--- src/rtl/key_count_seg_display_pkg.sv ---
// ============================================================================
// key_count_seg_display_pkg : shared 7-segment display constants and types
// Revision: 1.0
// ============================================================================
`default_nettype none

package key_count_seg_display_pkg;

  localparam int DIGIT_W    = 4;
  localparam int NUM_DIGITS = 4;

  typedef logic [DIGIT_W-1:0] bcd_digit_t;

  // Active-low segment patterns, bit order g..a
  localparam logic [6:0] SEG_0     = 7'h40;
  localparam logic [6:0] SEG_1     = 7'h79;
  localparam logic [6:0] SEG_2     = 7'h24;
  localparam logic [6:0] SEG_3     = 7'h30;
  localparam logic [6:0] SEG_4     = 7'h19;
  localparam logic [6:0] SEG_5     = 7'h12;
  localparam logic [6:0] SEG_6     = 7'h02;
  localparam logic [6:0] SEG_7     = 7'h78;
  localparam logic [6:0] SEG_8     = 7'h00;
  localparam logic [6:0] SEG_9     = 7'h10;
  localparam logic [6:0] SEG_BLANK = 7'h7F;

endpackage

`default_nettype wire

--- src/rtl/seg_decoder.sv ---
// ============================================================================
// seg_decoder : BCD nibble to active-low 7-segment pattern, with blanking
// Revision: 1.0
// ============================================================================
`default_nettype none

module seg_decoder
  import key_count_seg_display_pkg::*;
(
  input  bcd_digit_t i_bcd,
  input  logic       i_blank,
  output logic [6:0] o_seg
);

  always_comb begin
    o_seg = SEG_BLANK;
    if (!i_blank) begin
      case (i_bcd)
        4'd0:    o_seg = SEG_0;
        4'd1:    o_seg = SEG_1;
        4'd2:    o_seg = SEG_2;
        4'd3:    o_seg = SEG_3;
        4'd4:    o_seg = SEG_4;
        4'd5:    o_seg = SEG_5;
        4'd6:    o_seg = SEG_6;
        4'd7:    o_seg = SEG_7;
        4'd8:    o_seg = SEG_8;
        4'd9:    o_seg = SEG_9;
        default: o_seg = SEG_BLANK;
      endcase
    end
  end

endmodule

`default_nettype wire

--- src/rtl/key_count_seg_display.sv ---
// ============================================================================
// key_count_seg_display : 4-digit BCD press counter with multiplexed
//                         common-anode 7-segment display scanner
// Revision: 1.0
// ============================================================================
`default_nettype none

module key_count_seg_display
  import key_count_seg_display_pkg::*;
#(
  parameter int CLK_HZ        = 50_000_000,
  parameter int SCAN_HZ       = 1000,
  parameter bit BLANK_LEADING = 1'b1
) (
  input  logic                          clk,
  input  logic                          rst_n,
  input  logic                          press_pulse,
  input  logic                          clr,
  output logic [NUM_DIGITS*DIGIT_W-1:0] count_bcd,
  output logic                          overflow,
  output logic [7:0]                    seg,
  output logic [3:0]                    sel
);

  localparam int SCAN_DIV = CLK_HZ / SCAN_HZ - 1;
  localparam int SCAN_W   = (SCAN_DIV > 0) ? $clog2(SCAN_DIV + 1) : 1;
  localparam logic [SCAN_W-1:0] c_scan_div = SCAN_W'(SCAN_DIV);

  logic                          r_press_d;
  bcd_digit_t [NUM_DIGITS-1:0]   r_count;
  logic                          r_overflow;
  logic [SCAN_W-1:0]             r_scan;
  logic [1:0]                    r_idx;
  logic [7:0]                    r_seg;
  logic [3:0]                    r_sel;

  logic                          w_inc;
  logic                          w_carry;
  bcd_digit_t [NUM_DIGITS-1:0]   w_count_inc;
  logic [NUM_DIGITS-1:0]         w_hi_zero;
  logic                          w_blank;
  logic [6:0]                    w_seg7;

  assign w_inc = press_pulse & ~r_press_d;

  // Ripple BCD increment; w_carry left set means 9999 wrapped to 0000
  always_comb begin
    w_carry     = 1'b1;
    w_count_inc = r_count;
    for (int k = 0; k < NUM_DIGITS; k++) begin
      if (w_carry) begin
        if (r_count[k] == 4'd9) begin
          w_count_inc[k] = 4'd0;
        end else begin
          w_count_inc[k] = r_count[k] + 4'd1;
          w_carry        = 1'b0;
        end
      end
    end
  end

  always_ff @(posedge clk or negedge rst_n) begin
    if (!rst_n) begin
      r_press_d  <= 1'b0;
      r_count    <= '0;
      r_overflow <= 1'b0;
    end else begin
      r_press_d <= press_pulse;
      if (clr) begin
        r_count    <= '0;
        r_overflow <= 1'b0;
      end else if (w_inc) begin
        r_count <= w_count_inc;
        if (w_carry) r_overflow <= 1'b1;
      end
    end
  end

  always_ff @(posedge clk or negedge rst_n) begin
    if (!rst_n) begin
      r_scan <= '0;
      r_idx  <= 2'd0;
    end else if (r_scan == c_scan_div) begin
      r_scan <= '0;
      r_idx  <= r_idx + 2'd1;
    end else begin
      r_scan <= r_scan + 1'b1;
    end
  end

  // w_hi_zero[k]: digit k and every digit above it are zero
  always_comb begin
    w_hi_zero = '1;
    for (int k = 0; k < NUM_DIGITS; k++) begin
      for (int j = k; j < NUM_DIGITS; j++) begin
        if (r_count[j] != 4'd0) w_hi_zero[k] = 1'b0;
      end
    end
  end

  assign w_blank = BLANK_LEADING && (r_idx != 2'd0) && w_hi_zero[r_idx];

  seg_decoder u_seg_decoder (
    .i_bcd   (r_count[r_idx]),
    .i_blank (w_blank),
    .o_seg   (w_seg7)
  );

  always_ff @(posedge clk or negedge rst_n) begin
    if (!rst_n) begin
      r_seg <= 8'hFF;
      r_sel <= 4'hF;
    end else begin
      r_seg <= {~((r_idx == 2'd3) && r_overflow), w_seg7};
      r_sel <= ~(4'b0001 << r_idx);
    end
  end

  assign count_bcd = r_count;
  assign overflow  = r_overflow;
  assign seg       = r_seg;
  assign sel       = r_sel;

endmodule

`default_nettype wire

--- config.mk ---
export PLATFORM = sky130hd
export DESIGN_NAME = key_count_seg_display
export DESIGN_NICKNAME = d
export VERILOG_FILES = /design/src/rtl/key_count_seg_display_pkg.sv /design/src/rtl/seg_decoder.sv /design/src/rtl/key_count_seg_display.sv
export SDC_FILE = /design/constraint.sdc
export NUM_CORES = 1
export LEC_CHECK = 0
export ABC_AREA = 1
export BUFFER_PORTS_ARGS = -buffer_cell sky130_fd_sc_hd__buf_2
export CAP_MARGIN = 20
export CORE_UTILIZATION = 30
export DETAILED_ROUTE_END_ITERATION = 16
export PLACE_DENSITY = 0.49
export SLEW_MARGIN = 20
export SYNTH_ARGS = -nofsm -noshare
export SYNTH_HDL_FRONTEND = slang
export SYNTH_SLANG_ARGS = --single-unit
--- constraint.sdc ---
create_clock -name clk -period 2.5 [get_ports clk]
set_clock_uncertainty 0.2 [all_clocks]
set_input_delay 0.125 -clock clk [delete_from_list [all_inputs] [get_ports clk]]
set_output_delay 0.125 -clock clk [all_outputs]
set_load 0.02 [all_outputs]
# After elaboration in Yosys (flattened, before gate mapping)
# Memories as Yosys holds them, arrays and structs flattened.
# Cells that the tools add are included.
# classes
add_sub_neg,6
n_lt_le_gt_ge,1
eq_ne,6
shift,1
mux,35
n_bitwise,4
n_reduce_logical,16
# op_table
operator,count
16-bit two-way mux,3
4-bit two-way mux,8
1-bit two-way mux,21
16-bit by 1-bit adder with 16-bit output (second input constant),1
4-bit by 1-bit adder with 4-bit output (second input constant),4
16-bit equality test (second input constant),1
4-bit equality test (second input constant),4
4-bit nonzero test,4
2-bit nonzero test,6
4-bit binary-select mux with 2-bit select,1
2-bit AND reduction,4
7-bit two-way mux,1
4-bit NOT,1
1-bit by 2-bit left shift with 4-bit output (first input constant),1
2-bit by 3-bit < comparator with 1-bit output (second input constant),1
2-bit by 1-bit adder with 2-bit output (second input constant),1
1-bit binary-select mux with 2-bit select,1
2-bit equality test (second input constant),1
1-bit logical AND,2
1-bit NOT,2
1-bit AND,1
# totals
regBits,48
romBits,112
input_bits,4
output_inout_bits,29
memories,1
# memory_table
memory,depth,width,read_ports,rd_clocked_by_memory_dff,wr,line_no,rtl
(name not given),16,7,1,0,0,seg_decoder.sv:18,case (i_bcd)

# Depth between registers and ports, before layout
# logic_depth
word_depth,9
mapped_depth,11

# By module
# A second synthesis with hierarchy kept.
# unflattened
cells_unflattened,346
area_unflattened_um2,2861.5
# by_module_without_submodules
mod,n_inst,cells_each,area_per_inst_um2,seq_area_each_um2
key_count_seg_display,1,309,2652.5,1216.2
seg_decoder,1,37,209.0,0.0

# Least setup slack after synthesis
# Ideal clock, no wire load.
# synth_timing
path_kind,register -> register
startpoint,register r_count (netlist bit count_bcd[1])
endpoint,register r_count (netlist bit count_bcd[9])
setup_ns,0.119
arrival_time_ns,1.387
required_time_ns,2.181
path_slack_ns,0.794
path_stages_with_launch,10
n_path_buf,0
path_cell_list,dfrtp_1 -> inv_1 -> ha_1 -> nand3_1 -> nand2_1 -> nand2_4 -> nor2_4 -> inv_2 -> nand2_1 -> o21ai_2
# synth_between
elab_chain_len,5
# synth_lines
element,line_no,rtl
start: declaration,key_count_seg_display.sv:30,bcd_digit_t [NUM_DIGITS-1:0] r_count;
start signal: assignment,key_count_seg_display.sv:73,r_count <= w_count_inc;
4-bit equality test,key_count_seg_display.sv:52,if (r_count[k] == 4'd9) begin
1-bit two-way mux,key_count_seg_display.sv:52,
1-bit two-way mux,key_count_seg_display.sv:51,if (w_carry) begin
2-bit nonzero test (no source line),--,
2-bit AND reduction (no source line),--,
# Every way passes these cells.
# A chain may end at the register's enable or synchronous reset.

# Worst setup path in the final report
# layout_timing
startpoint,register r_idx[0]
endpoint,"register r_seg[5], in the netlist seg[5]"
# layout_between
elab_chain_len,4
# layout_lines
element,line_no,rtl
start: declaration,key_count_seg_display.sv:33,logic [1:0] r_idx;
start signal: assignment,key_count_seg_display.sv:85,r_idx <= r_idx + 2'd1;
4-bit binary-select mux with 2-bit select / 1-bit binary-select mux with 2-bit select (equally long branches),"key_count_seg_display.sv:104, key_count_seg_display.sv:101",
4-bit two-way mux (implied by the code) / 1-bit two-way mux (equally long branches),"key_count_seg_display.sv:104, key_count_seg_display.sv:101",
memory read 16 x 7 bit / 1-bit logical AND (equally long branches),--,
7-bit two-way mux *,seg_decoder.sv:17,if (!i_blank) begin
net u_seg_decoder.o_seg[5],seg_decoder.sv:12,output logic [6:0] o_seg
end signal: assignment,key_count_seg_display.sv:114,"r_seg <= {~((r_idx == 2'd3) && r_overflow), w_seg7};"
end: declaration,key_count_seg_display.sv:34,logic [7:0] r_seg;
# The timed path passes the listed nets; every way through them passes the cells marked *. The select of a mux whose other input is x is not followed.

==> qor.yml <==
pwr_density_cell_nw_per_um2: 511.1
ys_ff_latch: 48
vias: 2314
hold_slack_ns: 0.08531
end_kind: "flip-flop"
cts_hold_buffers: 3
synth_nets: 379
dpl_cell_area_um2: 3079
syn_inst: 353
power.total_mw: 1.637
wl_mm: 6.150
hold_path_class: "input port to async pin"
crit_fanout: 14
finalNetCount: 420
period_share_pct: 81.64
tightest_slew_ns: 0.4253
cts-root-buf: "clkbuf_8"
postCtsSetupRepairBufs: 0
antenna_found_initial: 0
dieArea_um2: 9720
worst_ep_arrival_time_ns: 2.06
grt.total_usage_pct: 13.46
grt_pass1_vias: 2175
multiInputGateArea_um2: 1358
required_ns: 2.52
rsz0062_at_grt: "false"
row_count: 34
clock_latency_ns: 0.30
via_per_inst: 4.600
numCtsBuffers: 5
diodes: 0
start_util_pct: 31.48
clkTransAtPathRegs_ns: 0.09
cts_resized: 0
fill_cells: 921
setup_violations: 0
setup_tns_ns: 0
ys_seq_area_share_pct: 43.45
cts_sinks: 48
maxCapViolCount: 0
ys_warn_count: 0
fp.coreArea_um2: 8891
finalInstanceArea_um2: 3202
place.port_buffers: 32
crit_chain: "inv_2, nand2_1, nand3_1, nand2_1, inv_1, ha_1, nand3b_1, nand3_1, nand3_1"
die_height_um: 98.59
grt_overflow: 0
grt_first_pass_wirelength_mm: 10.43
cp_slowest_stage_delay_ns: 0.61
critical_path.most_common_cell: "nand3_1"
ys_top_cells_by_area: "dfrtp_1, dfstp_2, nand2_1, ha_1, nand3_1"
fmax_mhz: 490.0
gp_congestion: 0.7857
dpl.hpwl_mm: 4.747
grt_max_degree: 19
slowest_stage: "dfrtp_1"
regArea_um2: 1216
drtIter0Drc: 59
leakage_nw: 1.640
status: "finished clean"
syn-cell-area_um2: 2799
cts_tree: "done"
fp.dieW_um: 98.59
pre_cts_ws_ns: 0.5005
peakVddDrop_mv: 0.1945
final_cell_mix: "nand2_1, nand3_1, inv_1"
io_pins: 33
synth.top_cell.area_share_pct: 32.19
reg2regPathDepth: 9
hold_viol_final: 0
drv_slew: 0
synth_top_cell_by_area: "dfrtp_1"
cts_max_path_buffers: 2
layout_commonest_cell: "nand2_1"
crit_type: "flip-flop to flip-flop"
relSlewSlack_pct: 71.65
setup_slack_ns: 0.4590
period_minus_slack_ns: 2.041
synthDistinctLibCells: 24
syn_avg_cell_area_um2: 7.929
cts_max_level: 2
start_kind: "flip-flop"
area_delta_synth_final_pct: 14.39
wl_per_cell_um: 12.23
drtPass1Iterations: 4
ant_nets: 0
drc_errors: 0
drive_gt1_share_pct: 18.73
stage by stage:
| step | util, % | std cells |
|---|---|---|
| floorplan | - | 353 |
| global placement | 34.63 | 492 |
| finish | 36.01 | 503 |
| global route | 36.01 | 503 |
| CTS | 36.01 | 503 |
| detailed placement | 34.63 | 492 |
synthesized netlist by cell type (all sizes together):
library cell and instances:
dfstp 12, nor2 36, dfrtp 36, nor3 7, o21ai 18, nand4 6
nand3b 2, buf 3, inv 52, xor2 10, nand3 51, or2 2
a21oi 6, nand2 90, ha 22
per-layer routing:
metal  vias to the layer above  GRT usage (%)  routed length (um)
met5                         -              0                   0
met3                         5          2.128                 158
li1                       1199              -                   -
met4                         0          4.478                  62
met2                        29          22.32                2894
met1                      1081          17.99                3034
path summary, 6_finish.rpt:
path / startpoint / to / slack, ns
worst max register to register: r_idx[0] / seg[5] / 0.46
max in group asynchronous: rst_n / sel[0] / 1.36
worst max-delay path: r_idx[0] / seg[5] / 0.46
worst min register to register: overflow / seg[7] / 0.24
min in group clk: overflow / seg[7] / 0.24
worst min-delay path: rst_n / r_scan[5] / 0.09
cell families after synthesis:
group                    Yosys count  share of synthesized area, %
AO/OA/AOI/OAI                     24                         4.426
AND/OR/NAND/NOR                  194                         31.11
flip-flops                        48                         43.45
XOR/XNOR                          10                         3.129
buffers and inverters             55                         8.047
adder cells (fa/ha/maj)           22                         9.834
power breakdown:
part	internal, mW	total (mW)	switching, mW
registers	0.818	0.879	0.0609
clock network	0.221	0.485	0.263
logic	0.0971	0.273	0.176
layout make-up:
type	instances	share of cell area, %
Tap cell	108	4.220
Timing Repair Buffer	37	6.409
Clock buffer	6	2.579
Inverter	52	6.096
Sequential cell	48	37.98
Clock inverter	2	0.3126
Multi-Input combinational cell	250	42.40
registers in the layout, indices dropped and copies added, names as in the netlist:
name	cells
seg	8
overflow	1
r_scan	16
sel	4
count_bcd	16
r_idx	2
r_press_d	1
critical path, delay by kind of cell (launching register included):
| kind | cells | cell delay (ns) |
|---|---|---|
| adders and majority gates | 1 | 0.17 |
| buffers and inverters | 2 | 0.29 |
| DFF | 1 | 0.61 |
| and+or+nand+nor | 6 | 0.67 |
Note: power is estimated with default switching activity, not from simulation.
